**config.mk**
```make
export PLATFORM = sky130hd
export DESIGN_NAME = mem_port_arbiter_flat
export DESIGN_NICKNAME = d
export VERILOG_FILES = /design/src/rtl/mem_port_arbiter_if.sv /design/src/rtl/mem_port_arbiter.sv /design/src/flat_wrapper.sv
export SDC_FILE = /design/constraint.sdc
export NUM_CORES = 1
export LEC_CHECK = 0
export ABC_CLOCK_PERIOD_IN_PS = 12470
export BUFFER_PORTS_ARGS = -buffer_cell sky130_fd_sc_hd__buf_2
export CORE_ASPECT_RATIO = 0.9
export CORE_MARGIN = 2
export CORE_UTILIZATION = 52
export CTS_CLUSTER_DIAMETER = 80
export DETAILED_ROUTE_END_ITERATION = 10
export GPL_TIMING_DRIVEN = 0
export PLACE_DENSITY = 0.88
export SYNTH_ARGS = -nofsm -noshare
export SYNTH_HDL_FRONTEND = slang
export SYNTH_SLANG_ARGS = --single-unit
```
**constraint.sdc**
```tcl
create_clock -name clk -period 12.47 [get_ports clk]
set_input_delay 1.8705 -clock clk [delete_from_list [all_inputs] [get_ports clk]]
set_output_delay 1.8705 -clock clk [all_outputs]
set_load 0.005 [all_outputs]
```
**src/rtl/mem_port_arbiter_if.sv**
```systemverilog
// Bundle of the fetch, data and unified-memory signals around mem_port_arbiter.
// master is the arbiter's view; slave is the view of the requesters and the memory.
interface mem_port_arbiter_if #(
   parameter int ADDR_W = 32
);
   logic              i_read_cmd_valid;
   logic [ADDR_W-1:0] i_addr;
   logic              i_cmd_ready;
   logic [31:0]       i_read_data;
   logic              i_read_data_valid;

   logic              d_read_cmd_valid;
   logic              d_write_cmd_valid;
   logic [ADDR_W-1:0] d_addr;
   logic [31:0]       d_write_data;
   logic [3:0]        d_write_data_size;
   logic              d_cmd_ready;
   logic [31:0]       d_read_data;
   logic              d_read_data_valid;

   logic              mem_read_cmd_valid;
   logic              mem_write_cmd_valid;
   logic [ADDR_W-1:0] mem_addr;
   logic [31:0]       mem_write_data;
   logic              mem_write_data_valid;
   logic [3:0]        mem_write_data_size;
   logic [31:0]       mem_read_data;
   logic              mem_read_data_valid;

   logic              err;

   modport master (
      input  i_read_cmd_valid, i_addr,
      input  d_read_cmd_valid, d_write_cmd_valid, d_addr, d_write_data, d_write_data_size,
      input  mem_read_data, mem_read_data_valid,
      output i_cmd_ready, i_read_data, i_read_data_valid,
      output d_cmd_ready, d_read_data, d_read_data_valid,
      output mem_read_cmd_valid, mem_write_cmd_valid, mem_addr, mem_write_data,
      output mem_write_data_valid, mem_write_data_size, err
   );

   modport slave (
      output i_read_cmd_valid, i_addr,
      output d_read_cmd_valid, d_write_cmd_valid, d_addr, d_write_data, d_write_data_size,
      output mem_read_data, mem_read_data_valid,
      input  i_cmd_ready, i_read_data, i_read_data_valid,
      input  d_cmd_ready, d_read_data, d_read_data_valid,
      input  mem_read_cmd_valid, mem_write_cmd_valid, mem_addr, mem_write_data,
      input  mem_write_data_valid, mem_write_data_size, err
   );
endinterface

```
**src/rtl/mem_port_arbiter.sv**
```systemverilog
// Shares one mem_32 port between instruction fetch and data access: data has priority,
// fetch wins after MAX_I_WAIT lost rounds, one command outstanding, responses routed to the owner.
module mem_port_arbiter #(
   parameter int ADDR_W     = 32,
   parameter int MAX_I_WAIT = 4,
   parameter int RD_TIMEOUT = 255
) (
   input logic                clk,
   input logic                reset,
   mem_port_arbiter_if.master bus
);
   typedef enum logic [1:0] {IDLE, ISSUE, RD_WAIT} state_t;

   localparam logic [31:0] TIMEOUT_DATA = 32'hDEAD_BEEF;
   localparam logic [3:0]  STARVE_LIMIT = 4'(MAX_I_WAIT);
   localparam logic [9:0]  TMO_LIMIT    = 10'(RD_TIMEOUT);

   state_t            r_state;
   state_t            w_next_state;
   logic              r_owner_d;
   logic              r_op_wr;
   logic [3:0]        r_starve_cnt;
   logic [9:0]        r_tmo_cnt;
   logic              r_err;
   logic              r_mem_rd_v;
   logic              r_mem_wr_v;
   logic [ADDR_W-1:0] r_mem_addr;
   logic [31:0]       r_mem_wdata;
   logic [3:0]        r_mem_size;
   logic [31:0]       r_i_data;
   logic [31:0]       r_d_data;

   logic        w_i_req;
   logic        w_d_req;
   logic        w_i_grant;
   logic        w_d_grant;
   logic        w_accept;
   logic        w_d_illegal;
   logic        w_in_wait;
   logic        w_timeout;
   logic        w_resp;
   logic        w_stray;
   logic [31:0] w_resp_data;

   assign w_i_req     = bus.i_read_cmd_valid;
   assign w_d_req     = bus.d_read_cmd_valid | bus.d_write_cmd_valid;
   assign w_d_illegal = bus.d_read_cmd_valid & bus.d_write_cmd_valid;
   assign w_accept    = w_i_grant | w_d_grant;
   assign w_in_wait   = (r_state == RD_WAIT);
   assign w_timeout   = w_in_wait && !bus.mem_read_data_valid && (r_tmo_cnt == TMO_LIMIT);
   assign w_resp      = w_in_wait && (bus.mem_read_data_valid || w_timeout);
   assign w_resp_data = bus.mem_read_data_valid ? bus.mem_read_data : TIMEOUT_DATA;
   assign w_stray     = bus.mem_read_data_valid && !w_in_wait;

   // NOTE: sequential state uses non-blocking assignments so every flop samples pre-edge values.
   always_ff @(posedge clk or posedge reset) begin
      if (reset) r_state <= IDLE;
      else       r_state <= w_next_state;
   end

   // NOTE: every combinational output gets a default first, so no path can infer a latch.
   always_comb begin
      w_next_state = r_state;
      unique case (r_state)
         IDLE:    if (w_accept) w_next_state = ISSUE;
         ISSUE:   w_next_state = r_op_wr ? IDLE : RD_WAIT;
         RD_WAIT: if (w_resp) w_next_state = IDLE;
         default: w_next_state = IDLE;
      endcase
   end

   always_comb begin
      w_i_grant = 1'b0;
      w_d_grant = 1'b0;
      if (r_state == IDLE) begin
         if (w_d_req && !(w_i_req && (r_starve_cnt == STARVE_LIMIT))) w_d_grant = 1'b1;
         else if (w_i_req)                                             w_i_grant = 1'b1;
      end
   end

   always_ff @(posedge clk or posedge reset) begin
      if (reset) begin
         r_owner_d    <= 1'b0;
         r_op_wr      <= 1'b0;
         r_starve_cnt <= '0;
         r_tmo_cnt    <= '0;
         r_err        <= 1'b0;
         r_mem_rd_v   <= 1'b0;
         r_mem_wr_v   <= 1'b0;
         r_mem_addr   <= '0;
         r_mem_wdata  <= '0;
         r_mem_size   <= '0;
         r_i_data     <= '0;
         r_d_data     <= '0;
      end else begin
         r_mem_rd_v <= 1'b0;
         r_mem_wr_v <= 1'b0;
         // A simultaneous read+write from data is treated as the write.
         if (w_d_grant) begin
            r_owner_d  <= 1'b1;
            r_op_wr    <= bus.d_write_cmd_valid;
            r_mem_rd_v <= !bus.d_write_cmd_valid;
            r_mem_wr_v <= bus.d_write_cmd_valid;
            r_mem_addr <= bus.d_addr;
            if (bus.d_write_cmd_valid) begin
               r_mem_wdata <= bus.d_write_data;
               r_mem_size  <= bus.d_write_data_size;
            end
         end else if (w_i_grant) begin
            r_owner_d  <= 1'b0;
            r_op_wr    <= 1'b0;
            r_mem_rd_v <= 1'b1;
            r_mem_addr <= bus.i_addr;
         end

         if (r_state == IDLE) begin
            if (w_i_grant || !w_i_req)     r_starve_cnt <= '0;
            else if (r_starve_cnt != 4'hF) r_starve_cnt <= r_starve_cnt + 4'd1;
         end

         if (r_state == ISSUE)                              r_tmo_cnt <= '0;
         else if (w_in_wait && !bus.mem_read_data_valid && !w_timeout) r_tmo_cnt <= r_tmo_cnt + 10'd1;

         if (w_resp) begin
            if (r_owner_d) r_d_data <= w_resp_data;
            else           r_i_data <= w_resp_data;
         end

         if (w_timeout || w_stray || (w_d_grant && w_d_illegal)) r_err <= 1'b1;
      end
   end

   assign bus.i_cmd_ready          = w_i_grant;
   assign bus.d_cmd_ready          = w_d_grant;
   assign bus.i_read_data_valid    = w_resp && !r_owner_d;
   assign bus.d_read_data_valid    = w_resp && r_owner_d;
   assign bus.i_read_data          = (w_resp && !r_owner_d) ? w_resp_data : r_i_data;
   assign bus.d_read_data          = (w_resp && r_owner_d) ? w_resp_data : r_d_data;
   assign bus.mem_read_cmd_valid   = r_mem_rd_v;
   assign bus.mem_write_cmd_valid  = r_mem_wr_v;
   assign bus.mem_write_data_valid = r_mem_wr_v;
   assign bus.mem_addr             = r_mem_addr;
   assign bus.mem_write_data       = r_mem_wdata;
   assign bus.mem_write_data_size  = r_mem_size;
   assign bus.err                  = r_err;
endmodule

```
**src/flat_wrapper.sv**
```systemverilog
// flat-port wrapper written by rule: the top's interface ports become plain ports
module mem_port_arbiter_flat 
#(
   parameter int ADDR_W     = 32,
   parameter int MAX_I_WAIT = 4,
   parameter int RD_TIMEOUT = 255
)
  (clk, reset, bus_i_read_cmd_valid, bus_i_addr, bus_d_read_cmd_valid, bus_d_write_cmd_valid, bus_d_addr, bus_d_write_data, bus_d_write_data_size, bus_mem_read_data, bus_mem_read_data_valid, bus_i_cmd_ready, bus_i_read_data, bus_i_read_data_valid, bus_d_cmd_ready, bus_d_read_data, bus_d_read_data_valid, bus_mem_read_cmd_valid, bus_mem_write_cmd_valid, bus_mem_addr, bus_mem_write_data, bus_mem_write_data_valid, bus_mem_write_data_size, bus_err);
  mem_port_arbiter_if #(.ADDR_W(ADDR_W)) bus_i ();
  input logic clk;
  input logic reset;
  input wire logic [$bits(bus_i.i_read_cmd_valid)-1:0] bus_i_read_cmd_valid;
  input wire logic [$bits(bus_i.i_addr)-1:0] bus_i_addr;
  input wire logic [$bits(bus_i.d_read_cmd_valid)-1:0] bus_d_read_cmd_valid;
  input wire logic [$bits(bus_i.d_write_cmd_valid)-1:0] bus_d_write_cmd_valid;
  input wire logic [$bits(bus_i.d_addr)-1:0] bus_d_addr;
  input wire logic [$bits(bus_i.d_write_data)-1:0] bus_d_write_data;
  input wire logic [$bits(bus_i.d_write_data_size)-1:0] bus_d_write_data_size;
  input wire logic [$bits(bus_i.mem_read_data)-1:0] bus_mem_read_data;
  input wire logic [$bits(bus_i.mem_read_data_valid)-1:0] bus_mem_read_data_valid;
  output wire logic [$bits(bus_i.i_cmd_ready)-1:0] bus_i_cmd_ready;
  output wire logic [$bits(bus_i.i_read_data)-1:0] bus_i_read_data;
  output wire logic [$bits(bus_i.i_read_data_valid)-1:0] bus_i_read_data_valid;
  output wire logic [$bits(bus_i.d_cmd_ready)-1:0] bus_d_cmd_ready;
  output wire logic [$bits(bus_i.d_read_data)-1:0] bus_d_read_data;
  output wire logic [$bits(bus_i.d_read_data_valid)-1:0] bus_d_read_data_valid;
  output wire logic [$bits(bus_i.mem_read_cmd_valid)-1:0] bus_mem_read_cmd_valid;
  output wire logic [$bits(bus_i.mem_write_cmd_valid)-1:0] bus_mem_write_cmd_valid;
  output wire logic [$bits(bus_i.mem_addr)-1:0] bus_mem_addr;
  output wire logic [$bits(bus_i.mem_write_data)-1:0] bus_mem_write_data;
  output wire logic [$bits(bus_i.mem_write_data_valid)-1:0] bus_mem_write_data_valid;
  output wire logic [$bits(bus_i.mem_write_data_size)-1:0] bus_mem_write_data_size;
  output wire logic [$bits(bus_i.err)-1:0] bus_err;
  assign bus_i.i_read_cmd_valid = bus_i_read_cmd_valid;
  assign bus_i.i_addr = bus_i_addr;
  assign bus_i.d_read_cmd_valid = bus_d_read_cmd_valid;
  assign bus_i.d_write_cmd_valid = bus_d_write_cmd_valid;
  assign bus_i.d_addr = bus_d_addr;
  assign bus_i.d_write_data = bus_d_write_data;
  assign bus_i.d_write_data_size = bus_d_write_data_size;
  assign bus_i.mem_read_data = bus_mem_read_data;
  assign bus_i.mem_read_data_valid = bus_mem_read_data_valid;
  assign bus_i_cmd_ready = bus_i.i_cmd_ready;
  assign bus_i_read_data = bus_i.i_read_data;
  assign bus_i_read_data_valid = bus_i.i_read_data_valid;
  assign bus_d_cmd_ready = bus_i.d_cmd_ready;
  assign bus_d_read_data = bus_i.d_read_data;
  assign bus_d_read_data_valid = bus_i.d_read_data_valid;
  assign bus_mem_read_cmd_valid = bus_i.mem_read_cmd_valid;
  assign bus_mem_write_cmd_valid = bus_i.mem_write_cmd_valid;
  assign bus_mem_addr = bus_i.mem_addr;
  assign bus_mem_write_data = bus_i.mem_write_data;
  assign bus_mem_write_data_valid = bus_i.mem_write_data_valid;
  assign bus_mem_write_data_size = bus_i.mem_write_data_size;
  assign bus_err = bus_i.err;
  mem_port_arbiter #(.ADDR_W(ADDR_W), .MAX_I_WAIT(MAX_I_WAIT), .RD_TIMEOUT(RD_TIMEOUT)) u_core (.clk(clk), .reset(reset), .bus(bus_i));
endmodule
```
==> flow_summary_export.csv, run 1 <==
group,metric,value,unit
outcome,status,"finished clean",
critical_path,cp_slowest_cell,"buf_1",
cells_and_area,fin_nets,1031,
placement,hpwlAfterDp,13530,um
critical_path,reg2reg_to,"u_core.bus.mem_write_data[9]",
timing,tightest_slew,0.6706,ns
critical_path,reg2reg_setup_slack,10.44,ns
clock_network,cts_buffer_depth,2,
power_and_ir_drop,p_sw,0.0007703,W
yosys,yosysWarnings,0,
timing,hold_viol_final,0,
clock_network,root_buffer,"clkbuf_16",
global_route,grt_pass1_vias,6067,
timing,clock.fmax,195.1,MHz
clock_network,clkTransAtPathRegs,0.06,ns
critical_path,cp_max_fo,10,
critical_path,timing.rr.start,"u_core.r_starve_cnt[0]",
yosys,synth_top_area_share,0.5633,
clock_network,numCtsBuffers,17,
timing,min_period,5.125,ns
critical_path,max_stage_delay,0.45,ns
power_and_ir_drop,pwr_density_cell,263.5,nW/um^2
power_and_ir_drop,ir_drop,170.1,uV
yosys,synth.yosys.seq_area_share,0.5633,
floorplanning,start_util,0.5336,
clock_network,clock_latency,0.42,ns
critical_path,crit_family,"buffers and inverters",
timing,fin_setup_tns,0,ns
route,antenna_left,0,
job,maxCapViolations,0,
floorplanning,fp.dieW,124.5,um
worst_hold_path,hold_start,"u_core.r_op_wr",
placement,port_buffers,276,
worst_hold_path,hold_path_end,"u_core.r_state[1]",
clock_network,tritoncts,"done",
global_route,overflow,0,
floorplanning,die_h,112.5,um
power_and_ir_drop,p_comb_frac,0.386,
clock_network,clock-sinks,153,
critical_path,end_kind,"output pin",
yosys,syn-num-nets,735,
critical_path,cp_data_required_time,10.60,ns
critical_path,cp.arrival,3.25,ns
timing,post-route-period-util,0.4110,
yosys,synth_area_leaders,"dfrtp_1 (56%), o22a_1 (12%), mux2_2 (6.0%)",
route,drc,0,
yosys,yosysTopAreaCell,"dfrtp_1",
clock_network,hold_buffers,0,
critical_path,path_common_cell,"buf_2",
global_route,grt_usage,0.2762,
power_and_ir_drop,p_int,0.001633,W
global_route,antenna_found_initial,1,
power_and_ir_drop,sw_frac_of_total,0.3205,
route,dr.pass1.iters,5,
timing,fin_skew,0.01090,ns
route,vias,6039,
route,drt_iter0_markers,525,
floorplanning,ios,278,
clock_network,cts_setup_buffers,0,
timing,setup_viol,0,
global_route,grt_first_pass_wirelength,30750,um
floorplanning,core,12740,sq um
yosys,netlist_area,6797,sq um
clock_network,cts_resized,0,
critical_path,cp_cell_sequence,"buf_2, nand2_1, buf_2, buf_1, o22a_1, buf_2",
timing,rsz0062_at_grt,"false",
power_and_ir_drop,seqPwrFrac,0.360,
placement,gp_congestion,0.7929,
floorplanning,rows,39,
cells_and_area,area_delta_synth_final,34.22,%
route,vias_per_cell,5.654,
power_and_ir_drop,pwr-share-clk,0.254,
critical_path,cp-start-kind,"input pin",
critical_path,critical_path_class,"in2out",
global_route,grt_max_degree,82,
cells_and_area,drive_gt1_frac,0.4297,
power_and_ir_drop,p_leak,4.373,nW
worst_hold_path,hold_path_class,"reg2reg",
timing,max_slew_margin,0.5530,
route,wl_per_cell,17.65,um
yosys,syn_inst,594,
yosys,ys_types,42,
yosys,avgSynthCellArea,11.44,sq um
floorplanning,fp.dieArea,14000,sq um
worst_hold_path,min_path_cells,1,
critical_path,critPathBufInv,4,
clock_network,cts.htree.levels,4,
timing,final_max_slew_viol_count,0,
yosys,synth_seq_cells,153,
route,wirelength,18850,um
critical_path,r2r_cells,9,
timing,holdWs,0.4615,ns
## metrics by stage
step	util	instances	setup WS (ns)	cell area, sq um	power, W
global route	0.7163	1068	7.259	9123	0.002549
finish	0.7163	1068	7.345	9123	0.002404
CTS	0.7161	1067	7.352	9120	0.002418
floorplan	-	594	6.478	6797	0.001394
detailed placement	0.6608	1035	7.374	8416	0.001790
global placement	0.6582	1034	4.884	8383	0.001752
## worst max-delay path by stage
| stage | from | to | slack [ns] | depth (start not counted) |
|---|---|---|---|---|
| floorplan | reset | u_core.bus.err | 6.48 | 1 |
| global placement | reset | u_core.bus.mem_addr[2] | 4.88 | 2 |
| detailed placement | bus_mem_read_data_valid | bus_i_read_data[15] | 7.37 | 6 |
| CTS | bus_mem_read_data_valid | bus_d_read_data[27] | 7.35 | 6 |
| global route | bus_mem_read_data_valid | bus_d_read_data[27] | 7.26 | 6 |
| finish | bus_mem_read_data_valid | bus_i_read_data[15] | 7.35 | 6 |
## sequential cells by signal, indices dropped and copies added, names as in the netlist
register / count
u_core.bus.mem_write_data: 32
u_core.bus.mem_addr: 32
u_core.bus.mem_read_cmd_valid: 1
u_core.r_d_data: 32
u_core.r_state: 2
u_core.r_owner_d: 1
u_core.bus.mem_write_data_size: 4
u_core.bus.err: 1
u_core.r_starve_cnt: 4
u_core.bus.mem_write_cmd_valid: 1
u_core.r_tmo_cnt: 10
u_core.r_op_wr: 1
u_core.r_i_data: 32
## synth_stat cells
cell	instances
a31oi_1	32
and2_1	3
mux2_2	36
nand2b_1	4
nand4b_1	1
buf_4	1
nand4_1	2
nor3_4	1
nand3_1	8
or2_2	1
nor3_1	2
ha_1	3
nand2_1	78
nor3b_1	1
dfrtp_1	153
inv_1	9
a21oi_1	7
a32oi_1	1
buf_2	22
and3_1	1
o21ai_2	2
xnor2_1	1
a22o_1	32
o21ai_0	10
nor2b_1	1
o31ai_1	3
o211ai_1	2
buf_6	7
mux2i_1	4
a41oi_1	1
nand3_2	2
buf_1	3
clkbuf_1	15
or3b_1	1
a21boi_0	1
inv_2	4
o22a_1	96
nand4bb_2	1
o21a_1	2
nor4b_2	1
nor4_1	2
nor2_1	37
## power groups by stage
stage | clock [W] | combinational, W | sequential (W)
after floorplan | 0 | 0.000539 | 0.000854
after global placement | 0 | 0.000900 | 0.000852
after detailed placement | 0 | 0.000926 | 0.000863
after CTS | 0.000620 | 0.000935 | 0.000863
after global routing | 0.000642 | 0.00101 | 0.000894
final | 0.000611 | 0.000927 | 0.000865
## cells in the final DEF (no fill, tap or decap), types with 2 or more instances in the layout
| cell | netlist | layout |
|---|---|---|
| mux2i_1 | 4 | 4 |
| a22o_1 | 32 | 32 |
| nor2_1 | 37 | 37 |
| nand2_1 | 78 | 78 |
| dfrtp_1 | 153 | 153 |
| buf_6 | 7 | 7 |
| o211ai_1 | 2 | 2 |
| nand4_1 | 2 | 2 |
| clkinvlp_4 | 0 | 2 |
| buf_2 | 22 | 298 |
| nand3_2 | 2 | 2 |
| inv_2 | 4 | 4 |
| a31oi_1 | 32 | 32 |
| clkbuf_16 | 0 | 17 |
| buf_1 | 3 | 3 |
| o21ai_0 | 10 | 10 |
| clkbuf_1 | 15 | 15 |
| and2_1 | 3 | 3 |
| a21oi_1 | 7 | 7 |
| o31ai_1 | 3 | 3 |
| nor3_1 | 2 | 2 |
| ha_1 | 3 | 3 |
| o21a_1 | 2 | 2 |
| nor4_1 | 2 | 2 |
| o22a_1 | 96 | 96 |
| inv_1 | 9 | 8 |
| nand2b_1 | 4 | 4 |
| bufinv_16 | 0 | 7 |
| inv_6 | 0 | 4 |
| mux2_2 | 36 | 36 |
| nand3_1 | 8 | 8 |
| o21ai_2 | 2 | 2 |
## worst register-to-register path, stage by stage, from the launching register on
cell,delay [ns]
dfrtp_1,0.39
inv_1,0.09
ha_1,0.20
nand4b_1,0.16
nand3_2,0.12
inv_2,0.09
nand2_1,0.09
inv_2,0.21
buf_6,0.20
mux2_2,0.35
## per-layer routing
metal	up-vias	GRT usage	part of all wire
met2	292	0.4703	0.50
met3	25	0.07436	0.077
met4	0	0.09888	0.017
met1	2932	0.3423	0.40
li1	2790	-	-
met5	-	0	0
## cells by family (layout without fill, tap and decap cells)
logic type	after synthesis	count (layout)	share of synthesized area
muxes	40	40	0.06554
xor gates and xnor gates	1	1	0.001289
AOI/OAI and AO/OA	189	189	0.2209
other	0	1	0
and+or+nand+nor	147	147	0.09739
buffers and inverters	61	370	0.04602
DFF	153	153	0.5633
adders and majority gates	3	3	0.005523
## area by class of cell
type | count | area [sq um]
antenna | 1 | 2.502
buffer | 48 | 264.0
clock buffer | 18 | 439.2
clock inverter | 14 | 265.3
fill | 913 | 3613
inverter | 13 | 53.80
multi-input combinational | 380 | 2655
sequential | 153 | 3829
tap | 164 | 205.2
timing repair buffer | 277 | 1409
Power figures use the tool's default switching activity.
==> inputs of run 2 (changes only) <==
--- a/config.mk
+++ b/config.mk
@@ -5,15 +5,16 @@
 export SDC_FILE = /design/constraint.sdc
 export NUM_CORES = 1
 export LEC_CHECK = 0
-export ABC_CLOCK_PERIOD_IN_PS = 12470
+export ABC_AREA = 1
+export ABC_CLOCK_PERIOD_IN_PS = 5100
 export BUFFER_PORTS_ARGS = -buffer_cell sky130_fd_sc_hd__buf_2
 export CORE_ASPECT_RATIO = 0.9
 export CORE_MARGIN = 2
-export CORE_UTILIZATION = 52
+export CORE_UTILIZATION = 49
 export CTS_CLUSTER_DIAMETER = 80
 export DETAILED_ROUTE_END_ITERATION = 10
 export GPL_TIMING_DRIVEN = 0
-export PLACE_DENSITY = 0.88
+export PLACE_DENSITY = 0.83
 export SYNTH_ARGS = -nofsm -noshare
 export SYNTH_HDL_FRONTEND = slang
 export SYNTH_SLANG_ARGS = --single-unit
==> constraint.sdc (replaced) <==
create_clock -name clk -period 5.1 [get_ports clk]
set_input_delay 0.765 -clock clk [delete_from_list [all_inputs] [get_ports clk]]
set_output_delay 0.765 -clock clk [all_outputs]
set_load 0.005 [all_outputs]
==> run 2 against run 1 <==
Net effect:
- critical endpoint is now bus_d_read_data[2]
- die area rose by 11%
- total power rose by 130%
- combinational power rose by 140%
- first-iteration DRC count fell by 8.6%
- register-to-register slack got worse by 7.2 ns
==> flow_summary_export.csv, run 2 <==
group,metric,value,unit
outcome,status,"finished clean",
critical_path,cp_max_fo,10,
global_route,antenna_found_initial,1,
clock_network,cts_resized,0,
critical_path,cp-start-kind,"flop",
yosys,ys_types,29,
clock_network,cts_setup_buffers,0,
route,drc,0,
route,dr.pass1.iters,5,
floorplanning,ios,278,
power_and_ir_drop,seqPwrFrac,0.367,
clock_network,root_buffer,"clkbuf_16",
cells_and_area,drive_gt1_frac,0.3543,
timing,min_period,3.189,ns
yosys,syn_inst,833,
cells_and_area,instances_no_fill,1336,
critical_path,critical_path_class,"reg2out",
power_and_ir_drop,ir_drop,335.0,uV
cells_and_area,area_delta_synth_final,32.06,%
timing,hold_viol_final,0,
yosys,synth_area_leaders,"dfrtp_1 (54%), nand2_1 (11%), o21ai_1 (6.3%)",
critical_path,cp.arrival,2.42,ns
cells_and_area,n_antenna_cell,0,
critical_path,cp_data_required_time,4.34,ns
clock_network,tritoncts,"done",
timing,fin_skew,0.01132,ns
power_and_ir_drop,p_int,0.003538,W
timing,setup_viol,0,
worst_hold_path,hold_path_class,"in2async",
critical_path,cp_slowest_cell,"dfrtp_1",
global_route,grt_first_pass_wirelength,31060,um
timing,clock.fmax,313.5,MHz
critical_path,cp_cell_sequence,"ha_1, nand2_2, nor2_4, nand3_4, nand2_4, nand3_4, buf_2, o21ai_0, buf_2",
clock_network,numCtsBuffers,17,
route,wirelength,19740,um
global_route,overflow,0,
clock_network,clkTransAtPathRegs,0.06,ns
critical_path,reg2reg_setup_slack,3.23,ns
power_and_ir_drop,pwr-share-clk,0.235,
yosys,synthArstFlopShare,1.000,
route,vias,6659,
power_and_ir_drop,pwr_density_cell,596.2,nW/um^2
placement,hpwlAfterDp,14580,um
power_and_ir_drop,p_comb_frac,0.397,
floorplanning,rows,41,
timing,post-route-period-util,0.6254,
clock_network,cts.htree.levels,4,
yosys,yosysTopAreaCell,"dfrtp_1",
clock_network,clock_latency,0.42,ns
global_route,grt_max_degree,92,
yosys,synth.yosys.seq_area_share,0.5379,
global_route,grt_pass1_vias,6235,
cells_and_area,multi_input_area,2893,sq um
yosys,netlist_area,7118,sq um
clock_network,hold_buffers,0,
clock_network,cts_buffer_depth,2,
power_and_ir_drop,p_leak,4.867,nW
timing,tightest_slew,0.5670,ns
cells_and_area,final_common_cell,"buf_2",
placement,place_inst,1304,
floorplanning,die_h,118.3,um
yosys,synth_top_area_share,0.5379,
cells_and_area,final_cell_mix,"buf_2 (288), nand2_1 (206), dfrtp_1 (153), nor2_1 (105), o21ai_1 (90)",
power_and_ir_drop,p_total,0.005604,W
floorplanning,fp.dieArea,15510,sq um
clock_network,clock-sinks,153,
cells_and_area,fillers,1145,
route,antenna_left,0,
route,wl_per_cell,14.77,um
floorplanning,core,14110,sq um
yosys,yosys_most_used_dff,"dfrtp_1",
yosys,yosysWarnings,0,
critical_path,max_stage_delay,0.45,ns
critical_path,end_kind,"output pin",
route,vias_per_cell,4.984,
yosys,avgSynthCellArea,8.545,sq um
yosys,synthMostInstantiatedCell,"nand2_1",
placement,gp_congestion,0.8697,
timing,rsz0062_at_grt,"false",
timing,final_max_slew_viol_count,0,
timing,max_slew_margin,0.6220,
cells_and_area,fin_nets,1271,
yosys,ys_top_cells_by_count,"nand2_1 (206), dfrtp_1 (153), nor2_1 (105), o21ai_1 (90), o21ai_0 (70)",
power_and_ir_drop,sw_frac_of_total,0.3687,
route,drt_iter0_markers,480,
yosys,synth_seq_cells,153,
global_route,grt_usage,0.2581,
yosys,synth_edf_count,0,
floorplanning,fp.dieW,131.0,um
placement,port_buffers,277,
cells_and_area,regArea,3829,sq um
power_and_ir_drop,p_sw,0.002066,W
job,maxCapViolations,0,
floorplanning,start_util,0.5046,
yosys,syn-num-nets,974,
run 2: cell count changes in the layout (fill, tap and decap cells not counted), moves of 17 or more:
cell,previous run,this run
o21ai_1,0,90
mux2_2,36,0
inv_1,8,25
a31oi_1,32,0
o22a_1,96,0
nand2_1,78,206
a22o_1,32,0
o21ai_0,10,70
nor2_1,37,105
nand2_2,0,41
nor3_1,2,32
run 2: cells by family (layout without fill, tap and decap cells):
kind of cell,count (synthesis),after routing,synth area share
DFF,153,153,0.5379
AOI/OAI and AO/OA,173,173,0.1273
adders and majority gates,3,3,0.005274
buffers and inverters,77,387,0.05572
xor gates and xnor gates,4,4,0.004921
and+or+nand+nor,423,423,0.2689
run 2: worst paths after layout:
kind,start,end,cells after the start
min in group clk,u_core.bus.mem_write_data[31],u_core.bus.mem_write_data[31],2
setup reg to reg,u_core.r_tmo_cnt[0],u_core.r_i_data[16],10
max in group asynchronous,reset,u_core.r_tmo_cnt[7],3
setup / recovery,u_core.r_tmo_cnt[0],bus_d_read_data[2],9
hold reg to reg,u_core.bus.mem_write_data[31],u_core.bus.mem_write_data[31],2
hold / removal,reset,u_core.bus.mem_write_data[20],2
run 2: layout make-up:
cell class                      instances  share of cell area
Inverter                               30             0.01251
Clock buffer                           22             0.04832
Tap cell                              193             0.02569
Clock inverter                         10             0.01784
Multi-Input combinational cell        603              0.3077
Timing Repair Buffer                  278              0.1504
Sequential cell                       153              0.4073
Buffer                                 47             0.03021
run 2: routing by layer:
layer,global-route usage,wire length (um),vias up
met1,0.3100,7854,3063
met3,0.07515,1550,17
met2,0.4505,10090,278
met4,0.06649,244,0
li1,-,-,3301
met5,0,0,-
run 2: power by group through the flow:
stage / clock network, W / logic [W] / registers [W]
finish: 0.00132 / 0.00223 / 0.00206
global route: 0.00140 / 0.00252 / 0.00212
CTS: 0.00134 / 0.00224 / 0.00206
detailed placement: 0 / 0.00223 / 0.00206
global placement: 0 / 0.00217 / 0.00205
floorplan: 0 / 0.00126 / 0.00207
run 2: stage by stage:
stage               setup WS [ns]  TNS, ns  instance area, sq um  utilization  hold slack [ns]
floorplan                  0.2136        0                  7118            -           0.4405
global route                1.751        0                  9400       0.6663           0.4522
global placement           -1.427  -217.09                  8746       0.6200           0.4492
CTS                         1.849        0                  9400       0.6663           0.4349
detailed placement          2.316        0                  8778       0.6223           0.4532
finish                      1.911        0                  9400       0.6663           0.4159
run 2: critical path, delay by kind of cell (launching register included):
kind / cells / cell delay (ns)
flops: 1 / 0.45
fa+ha+maj: 1 / 0.22
buf+inv: 2 / 0.40
simple gates: 5 / 0.58
compound gates: 1 / 0.35
